==> config.mk <==
export PLATFORM = sky130hd
export DESIGN_NAME = dmem_ctrl
export DESIGN_NICKNAME = d
export VERILOG_FILES = /design/src/rtl/dmem_pkg.sv /design/src/rtl/lane_align.sv /design/src/rtl/dmem_ctrl.sv
export SDC_FILE = /design/constraint.sdc
export NUM_CORES = 1
export LEC_CHECK = 0
export ABC_AREA = 1
export ABC_CLOCK_PERIOD_IN_PS = 4200
export CORE_ASPECT_RATIO = 1.25
export CORE_UTILIZATION = 52
export DETAILED_ROUTE_END_ITERATION = 6
export PLACE_DENSITY = 0.95
export SLEW_MARGIN = 30
export SYNTH_ARGS = -nofsm -noshare
export SYNTH_HDL_FRONTEND = slang
export SYNTH_HIERARCHICAL = 1
export SYNTH_SLANG_ARGS = --single-unit
export TNS_END_PERCENT = 1
==> constraint.sdc <==
create_clock -name CLK -period 4.2 [get_ports CLK]
set_input_delay 0.42 -clock CLK [delete_from_list [all_inputs] [get_ports CLK]]
set_output_delay 0.42 -clock CLK [all_outputs]
set_load 0.005 [all_outputs]
==> src/rtl/dmem_pkg.sv <==
// rtl/dmem_pkg.sv - shared types, funct3 codes and MMIO offsets for the data-memory controller
package dmem_pkg;

  typedef enum logic [1:0] {IDLE, RAM_WAIT, RESP} dmem_state_t;

  // Classification of an accepted access.
  typedef enum logic [1:0] {K_ERR, K_RAM, K_MMIO} dmem_kind_t;

  localparam logic [2:0] F3_B  = 3'b000;
  localparam logic [2:0] F3_H  = 3'b001;
  localparam logic [2:0] F3_W  = 3'b010;
  localparam logic [2:0] F3_BU = 3'b100;
  localparam logic [2:0] F3_HU = 3'b101;

  localparam logic [2:0] OFF_GPIO  = 3'd0;
  localparam logic [2:0] OFF_CYCLE = 3'd4;

  // True for undefined size codes and for half/word accesses off their natural alignment.
  function automatic logic f3_invalid(input logic [2:0] f3, input logic [1:0] off);
    case (f3)
      F3_B, F3_BU: return 1'b0;
      F3_H, F3_HU: return off[0];
      F3_W:        return off != 2'b00;
      default:     return 1'b1;
    endcase
  endfunction

endpackage

==> src/rtl/lane_align.sv <==
// rtl/lane_align.sv - store lane replication / byte enables and load extraction / extension
// Ports:
//   st_off, st_size, st_data -> st_word (replicated data), st_be (byte enables)
//   ld_off, ld_f3, ld_word   -> ld_data (selected and sign/zero extended)
module lane_align
  import dmem_pkg::*;
(
  input  logic [1:0]  st_off,
  input  logic [1:0]  st_size,
  input  logic [31:0] st_data,
  output logic [31:0] st_word,
  output logic [3:0]  st_be,
  input  logic [1:0]  ld_off,
  input  logic [2:0]  ld_f3,
  input  logic [31:0] ld_word,
  output logic [31:0] ld_data
);

  logic [7:0]  ld_byte;
  logic [15:0] ld_half;

  always_comb begin
    st_word = st_data;
    st_be   = 4'b1111;
    case (st_size)
      2'b00: begin
        st_word = {4{st_data[7:0]}};
        st_be   = 4'b0001 << st_off;
      end
      2'b01: begin
        st_word = {2{st_data[15:0]}};
        st_be   = st_off[1] ? 4'b1100 : 4'b0011;
      end
      default: begin
        st_word = st_data;
        st_be   = 4'b1111;
      end
    endcase
  end

  always_comb begin
    case (ld_off)
      2'd0:    ld_byte = ld_word[7:0];
      2'd1:    ld_byte = ld_word[15:8];
      2'd2:    ld_byte = ld_word[23:16];
      default: ld_byte = ld_word[31:24];
    endcase
    ld_half = ld_off[1] ? ld_word[31:16] : ld_word[15:0];
    case (ld_f3)
      F3_B:    ld_data = {{24{ld_byte[7]}}, ld_byte};
      F3_BU:   ld_data = {24'd0, ld_byte};
      F3_H:    ld_data = {{16{ld_half[15]}}, ld_half};
      F3_HU:   ld_data = {16'd0, ld_half};
      default: ld_data = ld_word;
    endcase
  end

endmodule

==> src/rtl/dmem_ctrl.sv <==
// rtl/dmem_ctrl.sv - req/ready data-memory controller with sized accesses, wait states and MMIO
// Ports:
//   CLK, RESET_N                 clock, async active-low reset
//   req, we, funct3, addr, wdata core request side
//   rdata, ready, err            core response side (one-cycle pulses)
//   ram_*                        synchronous RAM interface (1-cycle read latency)
//   gpio_out                     GPIO register
module dmem_ctrl
  import dmem_pkg::*;
#(
  parameter int                DEPTH       = 1024,
  parameter int                ADDR_W      = 32,
  parameter int                WAIT_STATES = 0,
  parameter logic [ADDR_W-1:0] MMIO_BASE   = 32'h8000_0000,
  parameter int                GPIO_W      = 8
) (
  input  logic                     CLK,
  input  logic                     RESET_N,
  input  logic                     req,
  input  logic                     we,
  input  logic [2:0]               funct3,
  input  logic [ADDR_W-1:0]        addr,
  input  logic [31:0]              wdata,
  output logic [31:0]              rdata,
  output logic                     ready,
  output logic                     err,
  output logic [$clog2(DEPTH)-1:0] ram_addr,
  output logic [31:0]              ram_wdata,
  output logic [3:0]               ram_be,
  output logic                     ram_we,
  output logic                     ram_re,
  input  logic [31:0]              ram_rdata,
  output logic [GPIO_W-1:0]        gpio_out
);

  localparam int AW = $clog2(DEPTH);
  localparam logic [ADDR_W:0] RAM_END = (ADDR_W+1)'(4 * DEPTH);
  localparam logic [ADDR_W:0] MMIO_LO = {1'b0, MMIO_BASE};
  localparam logic [ADDR_W:0] MMIO_HI = MMIO_LO + (ADDR_W+1)'(8);
  localparam logic [3:0]      WS_LAST = 4'(WAIT_STATES - 1);

  dmem_state_t state;
  dmem_kind_t  kind, kind_in;
  logic        lat_we;
  logic [2:0]  lat_f3;
  logic [1:0]  lat_off;
  logic [31:0] hold;
  logic [3:0]  wcnt;
  logic [31:0] cycle;

  logic        in_ram, in_mmio, accept, ram_strobe;
  logic [31:0] st_word, ld_word, ld_data;
  logic [3:0]  st_be;

  assign in_ram  = {1'b0, addr} < RAM_END;
  assign in_mmio = ({1'b0, addr} >= MMIO_LO) && ({1'b0, addr} < MMIO_HI);

  always_comb begin
    kind_in = K_MMIO;
    if (f3_invalid(funct3, addr[1:0]) || !(in_ram || in_mmio)) kind_in = K_ERR;
    else if (in_ram)                                          kind_in = K_RAM;
  end

  // RAM strobes are combinational in the accept cycle; RESET_N gating keeps them low during reset.
  assign accept     = RESET_N && (state == IDLE) && req;
  assign ram_strobe = accept && (kind_in == K_RAM);
  assign ram_we     = ram_strobe && we;
  assign ram_re     = ram_strobe && !we;
  assign ram_addr   = ram_strobe ? addr[AW+1:2] : '0;
  assign ram_wdata  = ram_we ? st_word : '0;
  assign ram_be     = ram_we ? st_be : '0;

  // With no wait states the RAM word arrives in the RESP cycle itself, so it bypasses the hold register.
  assign ld_word = (kind == K_RAM && WAIT_STATES == 0) ? ram_rdata : hold;
  assign rdata   = (ready && !lat_we) ? ld_data : '0;

  lane_align u_lane_align (
    .st_off  (addr[1:0]),
    .st_size (funct3[1:0]),
    .st_data (wdata),
    .st_word (st_word),
    .st_be   (st_be),
    .ld_off  (lat_off),
    .ld_f3   (lat_f3),
    .ld_word (ld_word),
    .ld_data (ld_data)
  );

  always_ff @(posedge CLK or negedge RESET_N) begin
    if (!RESET_N) begin
      state    <= IDLE;
      kind     <= K_ERR;
      lat_we   <= 1'b0;
      lat_f3   <= 3'd0;
      lat_off  <= 2'd0;
      hold     <= '0;
      wcnt     <= '0;
      cycle    <= '0;
      ready    <= 1'b0;
      err      <= 1'b0;
      gpio_out <= '0;
    end else begin
      cycle <= cycle + 32'd1;
      ready <= 1'b0;
      err   <= 1'b0;
      case (state)
        IDLE: begin
          if (req) begin
            kind    <= kind_in;
            lat_we  <= we;
            lat_f3  <= funct3;
            lat_off <= addr[1:0];
            if (kind_in == K_MMIO) begin
              hold <= addr[2] ? cycle : 32'(gpio_out);
              if (we && addr[2:0] == OFF_GPIO) begin
                for (int i = 0; i < GPIO_W; i++)
                  if (st_be[i/8]) gpio_out[i] <= st_word[i];
              end
            end
            if (kind_in == K_RAM && WAIT_STATES != 0) begin
              state <= RAM_WAIT;
              wcnt  <= WS_LAST;
            end else begin
              state <= RESP;
              ready <= (kind_in != K_ERR);
              err   <= (kind_in == K_ERR);
            end
          end
        end
        RAM_WAIT: begin
          // RAM data is valid only in the first cycle after the read strobe.
          if (wcnt == WS_LAST) hold <= ram_rdata;
          if (wcnt == 4'd0) begin
            state <= RESP;
            ready <= 1'b1;
          end else begin
            wcnt <= wcnt - 4'd1;
          end
        end
        default: state <= IDLE;
      endcase
    end
  end

endmodule

**Yosys cells after proc, flatten, opt, wreduce, memory -nomap -nowiden**

Cells that the tools add are included.
Widths: inputs -> output; s select.

- Add/sub/neg operators: 2
- $lt $le $gt $ge: 3
- Equality and inequality tests: 19
- Shift operators: 1
- Multiplexer cells: 27
- Bitwise gates (word level): 1
- Reduce and logical (&&, ||, !) cells: 31

Operator list:

| operator | number |
|---|---|
| $mux 32 | 7 |
| $pmux 32 s2 | 2 |
| $pmux 32 s4 | 1 |
| $add 32x1->32 const B | 1 |
| $ge 32x32->1 const B | 1 |
| $lt 32x13->1 const B | 1 |
| $lt 32x32->1 const B | 1 |
| $pmux 8 s3 | 1 |
| $mux 16 | 1 |
| $eq 3x3->1 const B | 4 |
| $eq 2x1->1 const B | 5 |
| $mux 10 | 1 |
| $logic_not 3->1 | 3 |
| $logic_and 1x1->1 | 8 |
| $logic_not 2->1 | 4 |
| $mux 2 | 4 |
| $mux 4 | 2 |
| $pmux 4 s2 | 1 |
| $eq 3x1->1 const B | 2 |
| $ne 2x2->1 const B | 3 |
| $reduce_and 2->1 | 3 |
| $reduce_bool 2->1 | 3 |
| $reduce_and 5->1 | 1 |
| $eq 2x2->1 const B | 2 |
| other kinds (15) | 22 |

- Flip-flop bits (word level): 88
- Input bits: 103
- Output and inout bits: 90
- Word-level logic and storage cells: 95

**Depth between registers and ports, before layout**

- Depth after elaboration: 10
- Mapped depth: 13
- Depth with buffers taken out: 11

**Modules after synthesis**

Netlist, hierarchy kept.

Modules (own cells, without submodules):

| module | times used | cells each | area an instance (um2) | seq. area each (um2) |
|---|---|---|---|---|
| dmem_ctrl | 1 | 657 | 5086.1 | 2077.0 |
| lane_align | 1 | 286 | 1431.4 | 0.0 |

**Least setup slack after synthesis**

No wires, ideal clock.

- Path type: reg-to-output
- From: register kind[0]
- To: output port rdata[11]
- Arrival time: 1710 ps
- Required time: 3780 ps
- Path slack: 2070 ps
- Stages on the path, launching flop included: 13
- Buffers on the path: 2
- Cell sequence: dfrtp_1 nand2_1 buf_2 mux2_2 inv_1 nand2_2 nand2_1 nand3_2 nand3_4 buf_6 nand3_2 inv_1 nor2_1

- Word-level cells in the longest chain between the ends: 5
- Elaborated cells between the ends (all ways): 6
- Those cells by class: eq/ne: 1; mux: 5

RTL lines:

| what | line | RTL |
|---|---|---|
| start: declaration | dmem_ctrl.sv:43 | `dmem_kind_t kind, kind_in;` |
| start signal: assignment | dmem_ctrl.sv:109 | `kind <= kind_in;` |
| $eq 2x1->1 | dmem_ctrl.sv:74 | `assign ld_word = (kind == K_RAM && WAIT_STATES == 0) ? ram_rdata : hold;` |
| $mux 32 | dmem_ctrl.sv:74 |  |
| net ld_word[15] | dmem_ctrl.sv:52 | `logic [31:0] st_word, ld_word, ld_data;` |
| $pmux 8 s3 | lane_align.sv:42 | `case (ld_off)` |
| $pmux 32 s4 | lane_align.sv:49 | `case (ld_f3)` |
| net ld_data[11] | dmem_ctrl.sv:52 |  |
| $mux 32 | dmem_ctrl.sv:75 | `assign rdata = (ready && !lat_we) ? ld_data : '0;` |
| end: declaration | dmem_ctrl.sv:24 | `output logic [31:0] rdata,` |

The timed path passes the listed nets, and every way through them passes these cells.

**Worst setup path in the final report**

- From: register kind[1]
- To: output port rdata[15]

- Word-level cells in the longest chain between the ends: 5
- Elaborated cells between the ends (all ways): 6
- Those cells by class: eq/ne: 1; mux: 5

RTL lines:

| what | line |
|---|---|
| $eq 2x1->1 (*) | dmem_ctrl.sv:74 |
| $mux 32 (*) | dmem_ctrl.sv:74 |
| net ld_word[15] | dmem_ctrl.sv:52 |
| $pmux 8 s3 or $mux 16 (tied branches) | lane_align.sv:42, lane_align.sv:48 |
| $pmux 32 s4 (*) | lane_align.sv:49 |
| net ld_data[15] | dmem_ctrl.sv:52 |
| $mux 32 (*) | dmem_ctrl.sv:75 |

Mark *: on every way through the listed nets, which the timed path passes. The rest lies on a longest branch.

==> impl_metrics.json <==
{
  "status": "complete, no violations",
  "clockBufferDepth": 2,
  "peakVddDrop_mv": 0.182,
  "grt_util_all_layers": 0.326,
  "crit_required_ns": 3.78,
  "stdcell_count": 1274,
  "pwr-share-comb": 0.173,
  "io_pins": 193,
  "coreArea_sq_um": 12200,
  "syn_nets": 1047,
  "die_area_sq_um": 13000,
  "period_needed_ns": 3.56,
  "worstMarginPinSlew_ns": 0.785,
  "drv_cap": 0,
  "hold_viol": 0,
  "cts-root-buf": "clkbuf_16",
  "finClkSkew_ns": 0.00831,
  "ys_ff_latch": 83,
  "fmax_mhz": 281,
  "rr_startpoint": "state[1]",
  "num_rows": 45,
  "first_global_vias": 6698,
  "port_buffers": 192,
  "synth-edff-count": 0,
  "setup_viol": 0,
  "crit_type": "reg2out",
  "die_w_um": 102,
  "cts_made_buffers": 9,
  "gp_congestion": 0.970,
  "p_switching_w": 0.000515,
  "post_cts.repair.setup_buffers": 0,
  "viasPerCell": 5.51,
  "worstHoldPathType": "in2async",
  "ys_types": 39,
  "synth_area_per_cell_sq_um": 6.91,
  "drt-initial-drc-count": 739,
  "critical_path_peak_fanout": 24,
  "cts_resized": 0,
  "clk_latency_ns": 0.34,
  "drtPass1Iterations": 6,
  "rsz0062_at_grt": "false",
  "r2r_cells": 6,
  "place_inst": 1258,
  "endpoint": "rdata[15]",
  "cp-startpoint": "kind[1]",
  "diodes": 0,
  "final_cell_mix": "275 x nand2_1, 191 x clkdlybuf4s50_1, 130 x inv_1, 127 x nor2_1, 82 x dfrtp_1",
  "fillers": 879,
  "path_clk_slew_ns": 0.06,
  "slew_headroom": 0.474,
  "intPower_w": 0.00139,
  "vias": 7018,
  "syn-cell-area_sq_um": 6520,
  "ys.flop_type": "dfrtp_1",
  "ff2ff_setup_slack_ns": 2.39,
  "power.share.switching": 0.271,
  "cp-start-kind": "flop",
  "grt_max_degree": 84,
  "wirelength_um": 20600,
  "slowest_stage": "clkdlybuf4s50_1",
  "crit_top_cell": "inv_1",
  "start_util": 0.536,
  "max_stage_delay_ns": 0.55,
  "layout_commonest_cell": "nand2_1",
  "h-tree-depth": 3,
  "hpwl_um": 15100,
  "setup_tns_ns": 0,
  "r2r_end": "hold[24]",
  "ant_nets": 0,
  "ys.warnings.count": 6,
  "grt_remaining_overflow": 0,
  "power_frac_clock": 0.386,
  "dieHeight_um": 127,
  "cts.sinks": 83,
  "layout-drive-gt1-share": 0.123,
  "drv_slew": 0,
  "synthArstFlopShare": 1.00,
  "drc": 0,
  "p_leak_nw": 4.08,
  "cp-end-kind": "output pin",
  "synth.yosys.seq_area_share": 0.319,
  "cp_cell_sequence": "inv_1 > nand2_1 > mux2_2 > inv_1 > nand2_2 > nand2_1 > nand3_2 > nand3_4 > nand3_2 > inv_1 > nor2_1 > clkdlybuf4s50_1",
  "fin_crit_sh": 0.849,
  "grt_pass1_wl_um": 32600,
  "area_growth_pct": 32.7,
  "cts_tree": "done",
  "avgRoutedWirePerCell_um": 16.2,
  "seqPwrFrac": 0.441,
  "p_per_area_nw_per_um2": 220,
  "cts_hold_buf": 0,
  "antenna_found_initial": 0,
  "crit_arrival_ns": 3.14,
  "final_nets": 1209,
  "syn_inst": 943
}
per-layer routing:
layer / up-vias / share of wire / track usage
li1: 3265 / - / -
met1: 3251 / 0.37 / 0.379
met2: 425 / 0.51 / 0.538
met3: 77 / 0.076 / 0.0755
met4: 0 / 0.050 / 0.203
met5: - / 0 / 0
sequential cells by signal, summed over array words and instances, names as in the netlist:
signal,cells
cycle,32
lat_we,1
hold,32
lat_f3,3
gpio_out,8
ready,1
state,1
err,1
lat_off,2
kind,2
stage by stage:
stage	setup WS (ns)	hold slack, ns	total power, W	util	cell area, sq um
2_1_floorplan	2.07	0.124	0.00102	-	6520
3_3_place_gp	0.998	0.460	0.00116	0.688	8370
3_5_place_dp	0.773	0.468	0.00117	0.688	8370
4_1_cts	0.627	0.313	0.00190	0.711	8650
5_1_grt	0.378	0.348	0.00197	0.711	8650
6_report	0.635	0.283	0.00190	0.711	8650
area by class of cell:
type                    count  area, sq um  share of cell area
flip-flops and latches     83         2080               0.240
multi-input cells         678         3610               0.418
well taps                 164          205              0.0237
repair buffers            198         1970               0.228
inverters                 135          509              0.0589
clock inverters             2         10.0             0.00116
clock buffers              14          264              0.0305
power by group through the flow:
stage	combinational [W]	sequential, W	clock [W]
after floorplan	0.000190	0.000830	0
after CTS	0.000323	0.000838	0.000742
after detailed placement	0.000320	0.000852	0
after global placement	0.000312	0.000851	0
final	0.000329	0.000839	0.000735
after global routing	0.000360	0.000841	0.000774
worst min-delay path by stage:
stage,cells past startpoint,slack [ns],end,from
2_1_floorplan,0,0.12,cycle[0],RESET_N
3_3_place_gp,2,0.46,hold[15],hold[15]
3_5_place_dp,2,0.47,hold[16],hold[16]
4_1_cts,2,0.31,gpio_out[7],RESET_N
5_1_grt,2,0.35,gpio_out[2],RESET_N
6_report,2,0.28,gpio_out[2],RESET_N
synthesized netlist by cell type, types with 3 or more instances:
master,number,area [sq um]
nand2_1,276,1040
inv_1,130,488
nor2_1,127,477
dfrtp_1,83,2080
nand3_1,36,180
mux2_2,34,383
o21ai_0,27,135
nand3_2,25,250
nor2_2,19,119
o21ai_1,18,90.1
nand4_1,17,106
xor2_1,17,149
o21ai_2,15,131
clkbuf_1,14,52.6
buf_6,13,146
nor3_1,13,65.1
buf_2,11,55.1
o211ai_1,11,82.6
xnor2_1,10,87.6
buf_4,8,60.1
nand3b_1,5,37.5
inv_2,4,15.0
mux2i_1,4,40.0
nor2_4,4,45.0
a21oi_1,3,15.0
nand2_2,3,18.8
nor3_2,3,30.0
critical path, delay by kind of cell, from the launching register on:
kind | cells | cell delay, ns
simple gates | 7 | 1.28
buf+inv | 4 | 0.73
mux | 1 | 0.43
flops | 1 | 0.36
logic make-up (layout without fill, tap and decap cells):
logic type / Yosys count / in the layout / synth area share
multiplexers: 38 / 38 / 0.0649
AO/OA/AOI/OAI: 74 / 74 / 0.0697
XOR/XNOR: 27 / 27 / 0.0363
buffers and inverters: 182 / 349 / 0.127
flip-flops: 83 / 83 / 0.319
adder cells (fa/ha/maj): 1 / 1 / 0.00192
AND/OR/NAND/NOR: 538 / 538 / 0.381
Power figures use the tool's default switching activity.
